`config.mk`:
```
export PLATFORM = sky130hd
export DESIGN_NAME = wq_drain_arbiter
export DESIGN_NICKNAME = d
export VERILOG_FILES = /design/src/rtl/wq_drain_arbiter.sv
export SDC_FILE = /design/constraint.sdc
export NUM_CORES = 1
export LEC_CHECK = 0
export ABC_AREA = 0
export CAP_MARGIN = 20
export CORE_UTILIZATION = 35
export CTS_BUF_LIST = sky130_fd_sc_hd__clkbuf_8
export CTS_CLUSTER_DIAMETER = 50
export CTS_CLUSTER_SIZE = 12
export DETAILED_ROUTE_END_ITERATION = 8
export PLACE_DENSITY = 0.58
export RECOVER_POWER = 100
export SLEW_MARGIN = 30
export SYNTH_ARGS = -nofsm -noshare
export SYNTH_HDL_FRONTEND = slang
export SYNTH_SLANG_ARGS = --single-unit
```
`constraint.sdc`:
```
create_clock -name clk -period 9.9 [get_ports clk]
set_clock_uncertainty 0.05 [all_clocks]
set_input_delay 0.99 -clock clk [delete_from_list [all_inputs] [get_ports clk]]
set_output_delay 0.99 -clock clk [all_outputs]
set_load 0.005 [all_outputs]
```
`src/rtl/wq_drain_arbiter.sv`:
```
// wq_drain_arbiter: read end of the 40-entry wavefront instruction-queue pool.
// Each cycle it round-robin picks one non-empty, eligible wavefront, pops it
// (q_rd/wf_select) and captures the head word into a one-deep register that
// is handed to decode over a valid/ready handshake.
// Optional build macro: WQ_DRAIN_PERF_EN adds perf_grants/perf_stalls counters.
module wq_drain_arbiter #(
  parameter int unsigned NUM_WF = 40,
  parameter int unsigned WFID_W = 6,
  parameter int unsigned DATA_W = 64
) (
  input  logic              clk,
  input  logic              rst,
  input  logic [NUM_WF-1:0] q_empty,
  input  logic [NUM_WF-1:0] wf_eligible,
  input  logic [DATA_W-1:0] pool_data,
  input  logic              flush_valid,
  input  logic [WFID_W-1:0] flush_wfid,
  output logic [NUM_WF-1:0] q_rd,
  output logic [WFID_W-1:0] wf_select,
  output logic              dec_valid,
  input  logic              dec_ready,
  output logic [DATA_W-1:0] dec_data,
  output logic [WFID_W-1:0] dec_wfid,
  output logic              busy
`ifdef WQ_DRAIN_PERF_EN
  ,
  output logic [31:0]       perf_grants,
  output logic [31:0]       perf_stalls
`endif
);

  localparam logic [0:0] StEmpty = 1'b0;
  localparam logic [0:0] StFull  = 1'b1;

  localparam int unsigned       LastIdx  = NUM_WF - 1;
  localparam logic [WFID_W-1:0] LastWf   = LastIdx[WFID_W-1:0];
  localparam logic [WFID_W:0]   NumWfExt = NUM_WF[WFID_W:0];
  localparam logic [WFID_W-1:0] OneWf    = {{(WFID_W-1){1'b0}}, 1'b1};

  logic [0:0]        state_q, state_d;
  logic [WFID_W-1:0] rr_ptr_q, rr_ptr_d;
  logic              last_grant_vld_q;
  logic [WFID_W-1:0] last_grant_q;
  logic [WFID_W-1:0] sel_q;
  logic [DATA_W-1:0] data_q, data_d;
  logic [WFID_W-1:0] wfid_q, wfid_d;

  logic [NUM_WF-1:0]   lag_mask;
  logic [NUM_WF-1:0]   flush_mask;
  logic [NUM_WF-1:0]   cand;
  logic [2*NUM_WF-1:0] cand_dbl;
  logic [NUM_WF-1:0]   cand_rot;
  logic                found;
  logic [WFID_W-1:0]   offset;
  logic [WFID_W:0]     idx_sum;
  logic [WFID_W-1:0]   winner;
  logic                can_grant;
  logic                grant;
  logic                flush_hit;

  // Mask out last cycle's grant (q_empty lags a pop) and the flushed wavefront.
  always_comb begin
    lag_mask   = '0;
    flush_mask = '0;
    for (int i = 0; i < NUM_WF; i++) begin
      lag_mask[i]   = last_grant_vld_q && (last_grant_q == i[WFID_W-1:0]);
      flush_mask[i] = flush_valid && (flush_wfid == i[WFID_W-1:0]);
    end
  end

  assign cand = ~q_empty & wf_eligible & ~lag_mask & ~flush_mask;

  // Round-robin search: rotate the doubled candidate vector so rr_ptr lands at
  // bit 0, take the lowest set bit, then map the offset back to a wavefront id.
  always_comb begin
    cand_dbl = {cand, cand};
    cand_rot = cand_dbl[{1'b0, rr_ptr_q} +: NUM_WF];
    found    = 1'b0;
    offset   = '0;
    for (int i = NUM_WF - 1; i >= 0; i--) begin
      if (cand_rot[i]) begin
        found  = 1'b1;
        offset = i[WFID_W-1:0];
      end
    end
    idx_sum = {1'b0, rr_ptr_q} + {1'b0, offset};
    if (idx_sum >= NumWfExt) begin
      idx_sum = idx_sum - NumWfExt;
    end
    winner = idx_sum[WFID_W-1:0];
  end

  assign can_grant = (state_q == StEmpty) || (dec_valid && dec_ready);
  // Gating with rst keeps q_rd low for the whole time reset is asserted,
  // not just from the next edge.
  assign grant     = rst && can_grant && found;

  // One-hot pop strobe for the winner.
  always_comb begin
    q_rd = '0;
    for (int i = 0; i < NUM_WF; i++) begin
      q_rd[i] = grant && (winner == i[WFID_W-1:0]);
    end
  end

  assign wf_select = grant ? winner : sel_q;
  assign dec_valid = (state_q == StFull);
  assign dec_data  = data_q;
  assign dec_wfid  = wfid_q;
  assign busy      = dec_valid || grant;
  assign flush_hit = dec_valid && flush_valid && (flush_wfid == wfid_q);

  // Output register next state: a new grant replaces the word; otherwise a
  // flush of the held wavefront or a decode accept empties it.
  always_comb begin
    state_d  = state_q;
    data_d   = data_q;
    wfid_d   = wfid_q;
    rr_ptr_d = rr_ptr_q;
    if (grant) begin
      state_d  = StFull;
      data_d   = pool_data;
      wfid_d   = winner;
      rr_ptr_d = (winner == LastWf) ? '0 : winner + OneWf;
    end else if (flush_hit || (dec_valid && dec_ready)) begin
      state_d = StEmpty;
    end
  end

  // State registers.
  always_ff @(posedge clk or negedge rst) begin
    if (!rst) begin
      state_q          <= StEmpty;
      rr_ptr_q         <= '0;
      last_grant_vld_q <= 1'b0;
      last_grant_q     <= '0;
      sel_q            <= '0;
      data_q           <= '0;
      wfid_q           <= '0;
    end else begin
      state_q          <= state_d;
      rr_ptr_q         <= rr_ptr_d;
      last_grant_vld_q <= grant;
      if (grant) begin
        last_grant_q <= winner;
      end
      sel_q            <= wf_select;
      data_q           <= data_d;
      wfid_q           <= wfid_d;
    end
  end

`ifdef WQ_DRAIN_PERF_EN
  logic [31:0] perf_grants_q;
  logic [31:0] perf_stalls_q;

  // Free-running wrap-around event counters; observation only.
  always_ff @(posedge clk or negedge rst) begin
    if (!rst) begin
      perf_grants_q <= '0;
      perf_stalls_q <= '0;
    end else begin
      if (grant) begin
        perf_grants_q <= perf_grants_q + 32'd1;
      end
      if (dec_valid && !dec_ready) begin
        perf_stalls_q <= perf_stalls_q + 32'd1;
      end
    end
  end

  assign perf_grants = perf_grants_q;
  assign perf_stalls = perf_stalls_q;
`endif

endmodule
```
After elaboration in Yosys (flattened, before gate mapping)
Cells that the tools add are included.
{"block": "totals", "regBits": 84, "input_bits": 154, "out_inout_bits": 118, "elab_cells": 353}
{"block": "classes", "addsub": 3, "n_lt_le_gt_ge": 1, "eq_ne": 118, "shifts": 1, "muxes": 85, "bitwise": 7, "reduce_logical": 132}
{"op": "$eq 6x5->1 const B", "count": 48}
{"op": "$mux 6", "count": 43}
{"op": "$eq 6x4->1 const B", "count": 24}
{"op": "$eq 6x6->1 const B", "count": 24}
{"op": "$logic_and 1x1->1", "count": 125}
{"op": "$and 40x40->40", "count": 3}
{"op": "$not 40->40", "count": 3}
{"op": "$shiftx 80x7->40", "count": 1}
{"op": "$eq 6x3->1 const B", "count": 12}
{"op": "$mux 1", "count": 42}
{"op": "$eq 6x2->1 const B", "count": 6}
{"op": "$eq 6x1->1 const B", "count": 3}
{"op": "$logic_not 6->1", "count": 3}
{"op": "$add 6x6->7", "count": 1}
{"op": "$ge 7x6->1 const B", "count": 1}
{"op": "$add 6x1->6 const B", "count": 1}
{"op": "$eq 6x6->1", "count": 1}
{"op": "$sub 6x6->6 const B", "count": 1}
{"op": "$logic_or 1x1->1", "count": 3}
{"op": "$reduce_bool 2->1", "count": 1}
{"op": "$not 1->1", "count": 1}

Depth between registers and ports, before layout
{"block": "depth", "ltp_word": 51, "mapped_depth": 31, "ltp_nobuf": 28}

Least setup slack after synthesis
OpenSTA, ideal clock, no wires.
{"block": "synth_path", "kind": "input to output", "start": "input flush_wfid[4]", "end": "output q_rd[39]", "arrival_ps": 7088, "required_ps": 8860, "slack_ps": 1772, "path_stages": 29, "n_path_buf": 2, "path_cell_list": "buf_2 and3b_1 clkbuf_1 a21oi_1 and3_1 a21oi_1 mux2i_1 mux4_2 mux4_2 a31oi_1 nand4_1 a211oi_1 o31ai_1 nand4_1 a21oi_1 ha_1 fa_1 a21oi_1 nor2_1 nor2_1 xnor2_1 ha_1 o21ai_0 a221o_1 xnor2_1 nor2_1 nand2_1 or3_1 nor3b_1"}
{"block": "synth_via", "elab_chain_len": 50, "elab_cells_between_ends": 170, "cone_classes": "add/sub (2); order compare (1); eq/ne (40); shift (1); mux (81); bitwise (2); reduce/logical (43)"}
{"element": "from (decl)", "line": "17", "source": "input logic [WFID_W-1:0] flush_wfid,"}
{"element": "$eq 6x1->1 (tied with other cells)", "line": "67", "source": "flush_mask[i] = flush_valid && (flush_wfid == i[WFID_W-1:0]);"}
{"element": "$logic_and 1x1->1", "line": "67"}
{"element": "$not 40->40 (*)", "line": "71", "source": "assign cand = ~q_empty & wf_eligible & ~lag_mask & ~flush_mask;"}
{"element": "$and 40x40->40 (*)", "line": "71"}
{"element": "$shiftx 80x7->40 (*)", "line": "77", "source": "cand_rot = cand_dbl[{1'b0, rr_ptr_q} +: NUM_WF];"}
{"element": "$mux 6 (40 in a row)", "line": "81", "source": "if (cand_rot[i]) begin"}
{"element": "$add 6x6->7", "line": "86", "source": "idx_sum = {1'b0, rr_ptr_q} + {1'b0, offset};"}
{"element": "$sub 6x6->6 or $ge 7x6->1 (tied branches)", "line": "88, 87"}
{"element": "$mux 6", "line": "87", "source": "if (idx_sum >= NumWfExt) begin"}
{"element": "$eq 6x6->1", "line": "102", "source": "q_rd[i] = grant && (winner == i[WFID_W-1:0]);"}
{"element": "$logic_and 1x1->1 (*)", "line": "102"}
{"element": "to (decl)", "line": "18", "source": "output logic [NUM_WF-1:0] q_rd,"}
Every way passes the cells marked *; elsewhere a longest branch is shown, timed or not.

Final worst setup path
{"block": "layout_path", "start": "input flush_valid", "end": "output q_rd[27]"}
{"block": "layout_via", "elab_chain_len": 49, "elab_cells_between_ends": 130, "cone_classes": "add/sub (2); order compare (1); eq/ne (1); shift (1); mux (81); bitwise (2); reduce/logical (42)"}
{"element": "from (decl)", "line": "16", "source": "input logic flush_valid,"}
{"element": "$logic_and 1x1->1", "line": "67"}
{"element": "$not 40->40 (*)", "line": "71"}
{"element": "$and 40x40->40 (*)", "line": "71"}
{"element": "$shiftx 80x7->40 (*)", "line": "77"}
{"element": "$mux 6 (40 in a row)", "line": "81"}
{"element": "$add 6x6->7", "line": "86"}
{"element": "$sub 6x6->6 or $ge 7x6->1 (tied branches)", "line": "88, 87"}
{"element": "$mux 6", "line": "87"}
{"element": "$eq 6x5->1", "line": "102"}
{"element": "$logic_and 1x1->1 (*)", "line": "102"}
Marked as above.

==> metrics.yaml <==
final_layout:
  final_standard_cell_area_without_fillers_mm2: 0.01455
  drive_above_1_share_pct: 14.04
  nNetsFinal: 1721
  synthToLayoutAreaGrowth_pct: 29.77
  fill_cells: 3167
  finalCoreUtilization_pct: 46.10
  number_of_antenna_diodes: 0
critical_path:
  ff2ff_setup_slack_ns: 2.11
  critical_path.top_delay_family: "buffers and inverters"
  max_stage_delay_ns: 0.56
  cp.arrival_ns: 8.59
  worst_path_max_delay_cell: "sky130_fd_sc_hd__clkdlybuf4s50_1"
  worst-path-buf-inv: 6
  r2r-start: "last_grant_q[1]"
  start_kind: "input port"
  worst_setup_end_kind: "output pin"
  critical_path_type: "in -> out"
  cp.required_ns: 8.86
  worst-r2r-cell-count: 30
  worstReg2RegEnd: "rr_ptr_q[5]"
  largest_fanout_of_any_net_on_the_critical_path: 12
yosys:
  synth_enable_flop_cells: 0
  yosys_warnings: 0
  synthesized_instance_count: 1288
  post_synth_xor_area_fraction_pct: 1.172
  synthesis.area_per_instance_um2: 8.704
  simple_gate_share_of_the_synthesized_area_pct: 24.99
  mux_cell_area_share_after_synthesis_pct: 27.58
  combinational_family_with_the_most_area_after_synthesis: "multiplexers"
  mappedNetlistNets: 1454
  proportion_of_netlist_area_held_by_the_largest_area_contributor_pct: 18.75
  area_leader_netlist: "sky130_fd_sc_hd__dfrtp_1"
  synth.lib_cells_used.distinct: 89
  yosysMostFrequentCell: "sky130_fd_sc_hd__nand2_1"
  synth_area_mm2: 0.01121
  synth-adder-area-share_pct: 1.406
  share_of_synthesized_flip_flops_with_an_asynchronous_set_or_reset_pct: 100.0
  postSynthRegisterBits: 84
  compound_gate_portion_of_the_synthesized_area_pct: 21.53
  yosys_most_used_dff: "sky130_fd_sc_hd__dfrtp_1"
  ys_top_cells_by_count: "sky130_fd_sc_hd__nand2_1, sky130_fd_sc_hd__nor2_1, sky130_fd_sc_hd__nand3_1"
  post_synth_main_area_contributors: "sky130_fd_sc_hd__dfrtp_1, sky130_fd_sc_hd__mux4_2, sky130_fd_sc_hd__mux2_4"
  seq_area_frac_synth_pct: 18.75
clock_network:
  cts.reportedPaths.clkPinSlew_ns: 0.09
  cts-root-buf: "sky130_fd_sc_hd__clkbuf_8"
  clock_tree.htree_level_count: 3
  cts.path.max_buffers: 2
  clock_insertion_delay_worst_skew_ns: 0.36
  cts_tree: "done"
  cts-buffers-inserted: 9
  cts_hold_buffers: 0
  numClockSinks: 84
floorplanning:
  core_region_area_mm2: 0.03156
  floorplan.rows: 65
  design.portCount: 272
  floorplan.initialDensity_pct: 35.53
  total_die_area_mm2: 0.03275
  chip_width_um: 181.0
  die_height_um: 181.0
sta:
  finalCritPeriodShare_pct: 97.32
  number_of_hold_violations_in_the_final_report: 0
  timing_worst_slew_pin_value_ns: 2.981
  setup_violations: 0
  grt_setup_unrepaired: "no"
  final_worst_path_setup_slack_ns: 0.2658
  relative_max_transition_margin_pct: -98.72
  setup_total_negative_slack_ns: 0
  fmax_mhz: 103.8
  maxSlewViolCount: 89
  final.min_clock_period_ns: 9.634
routing:
  drc_violations_left: 0
  initialDrtViolationCount: 1587
  detailroute.via_count: 12640
  viasPerCell: 6.441
  detailedRoute.firstPassIterationCount: 7
  route.antenna.remaining_nets: 0
  final_wirelength_um: 51780
  routed_wire_length_per_instance_um: 26.39
power_and_ir_drop:
  total_power_mw: 5.944
  maximum_ir_drop_on_the_vdd_rail_v: 0.0003094
  power.static_leakage_nw: 5.572
  power_per_cell_area_mw_per_mm2: 408.6
place:
  post-place-ws_ns: 0.07003
  gp_congestion: 1.056
  dpl-instance-area_mm2: 0.01457
  port-buffer-count: 271
  place_hpwl_um: 41580
global_route:
  grt_antenna_before_repair: 0
  grt_util_all_layers_pct: 31.07
  grt_max_degree: 68
  grt_pass1_vias: 12270
  globalRoute.totalOverflow: 0
  first_pass_grt_wire_length_um: 77710
min_path:
  hold_path_depth: 1
  min_path_type: "reg -> reg"
  hold_path_end: "sel_q[3]"
  timing.hold.worst.start: "sel_q[3]"
job:
  maxCapViolCount: 2
status:
  status: "finished, violations left"
  violated_checks: "capacitance limit, slew limit"
-- final cells by class --
class                      count  area [µm²]  area share (%)
multi-input combinational   1092        8406           57.78
clock buffer                   9       123.9          0.8515
clock inverter                 7       75.07          0.5160
inverter                      20       76.32          0.5246
timing repair buffer         348        3254           22.37
tap                          402       503.0           3.457
sequential                    84        2110           14.50
-- registers in the layout, indices dropped and copies added (netlist names) --
| name | cells |
|---|---|
| last_grant_vld_q | 1 |
| dec_valid | 1 |
| rr_ptr_q | 6 |
| last_grant_q | 6 |
| dec_data | 64 |
| sel_q | 6 |
-- worst reg2reg max path: cells and delay by family (launching register included) --
kind	cells	cell delay, ns
DFF	1	0.62
buffers and inverters	3	0.51
xor gates and xnor gates	1	0.17
AOI/OAI and AO/OA	13	2.63
muxes	4	1.40
adders and majority gates	3	0.85
and+or+nand+nor	6	1.43
-- metal layers --
layer	track usage, %	wire (µm)
met3	9.192	5764
met4	10.03	1899
met5	0	0
met1	39.73	20550
met2	50.10	23560
-- metrics by stage --
stage	instances	hold slack, ns
2_1_floorplan	1288	0.4270
3_3_place_gp	1941	0.4272
3_5_place_dp	1943	0.4322
4_1_cts	1959	0.4535
5_1_grt	1962	0.4625
6_report	1962	0.4404
-- power by group --
part	total, mW	internal, mW	switching [mW]
logic	5.14	2.07	3.07
clock network	0.257	0.119	0.138
registers	0.551	0.429	0.122
-- worst max path at each step --
| stage | start | endpoint | slack, ns | depth (start not counted) |
|---|---|---|---|---|
| 6_report | flush_valid | q_rd[27] | 0.27 | 31 |
| 2_1_floorplan | flush_wfid[4] | q_rd[39] | 1.77 | 29 |
| 3_5_place_dp | flush_wfid[0] | q_rd[39] | 0.07 | 31 |
| 4_1_cts | flush_wfid[0] | q_rd[39] | 0.04 | 31 |
| 5_1_grt | flush_valid | q_rd[27] | 0.02 | 30 |
| 3_3_place_gp | flush_wfid[3] | q_rd[27] | 0.20 | 31 |
-- logic make-up after synthesis --
group,count (synthesis)
xor gates and xnor gates,15
AOI/OAI and AO/OA,340
buffers and inverters,112
and+or+nand+nor,531
DFF,84
adders and majority gates,12
muxes,194
-- cells in the final DEF, fill, tap and decap left out, drive strengths merged, types with 14 or more instances in the layout --
cell type      count
nor2             114
o211ai            23
a22oi             15
nand2            125
o21ai             39
nand3            101
buf               65
a211o             18
a211oi            19
mux2              96
clkdlybuf4s50    172
dfrtp             84
dlygate4sd3       92
a21oi             74
clkbuf            22
and3              14
and2              28
mux2i             37
inv               20
mux4              61
nand2b            35
nor3              15
-- what timing repair did --
action	in CTS	in global routing
endpoints found under the hold margin	0	0
setup buffers	0	3
gates resized for setup	0	24
setup endpoints to repair	0	41
(Power assumes the default switching activity.)
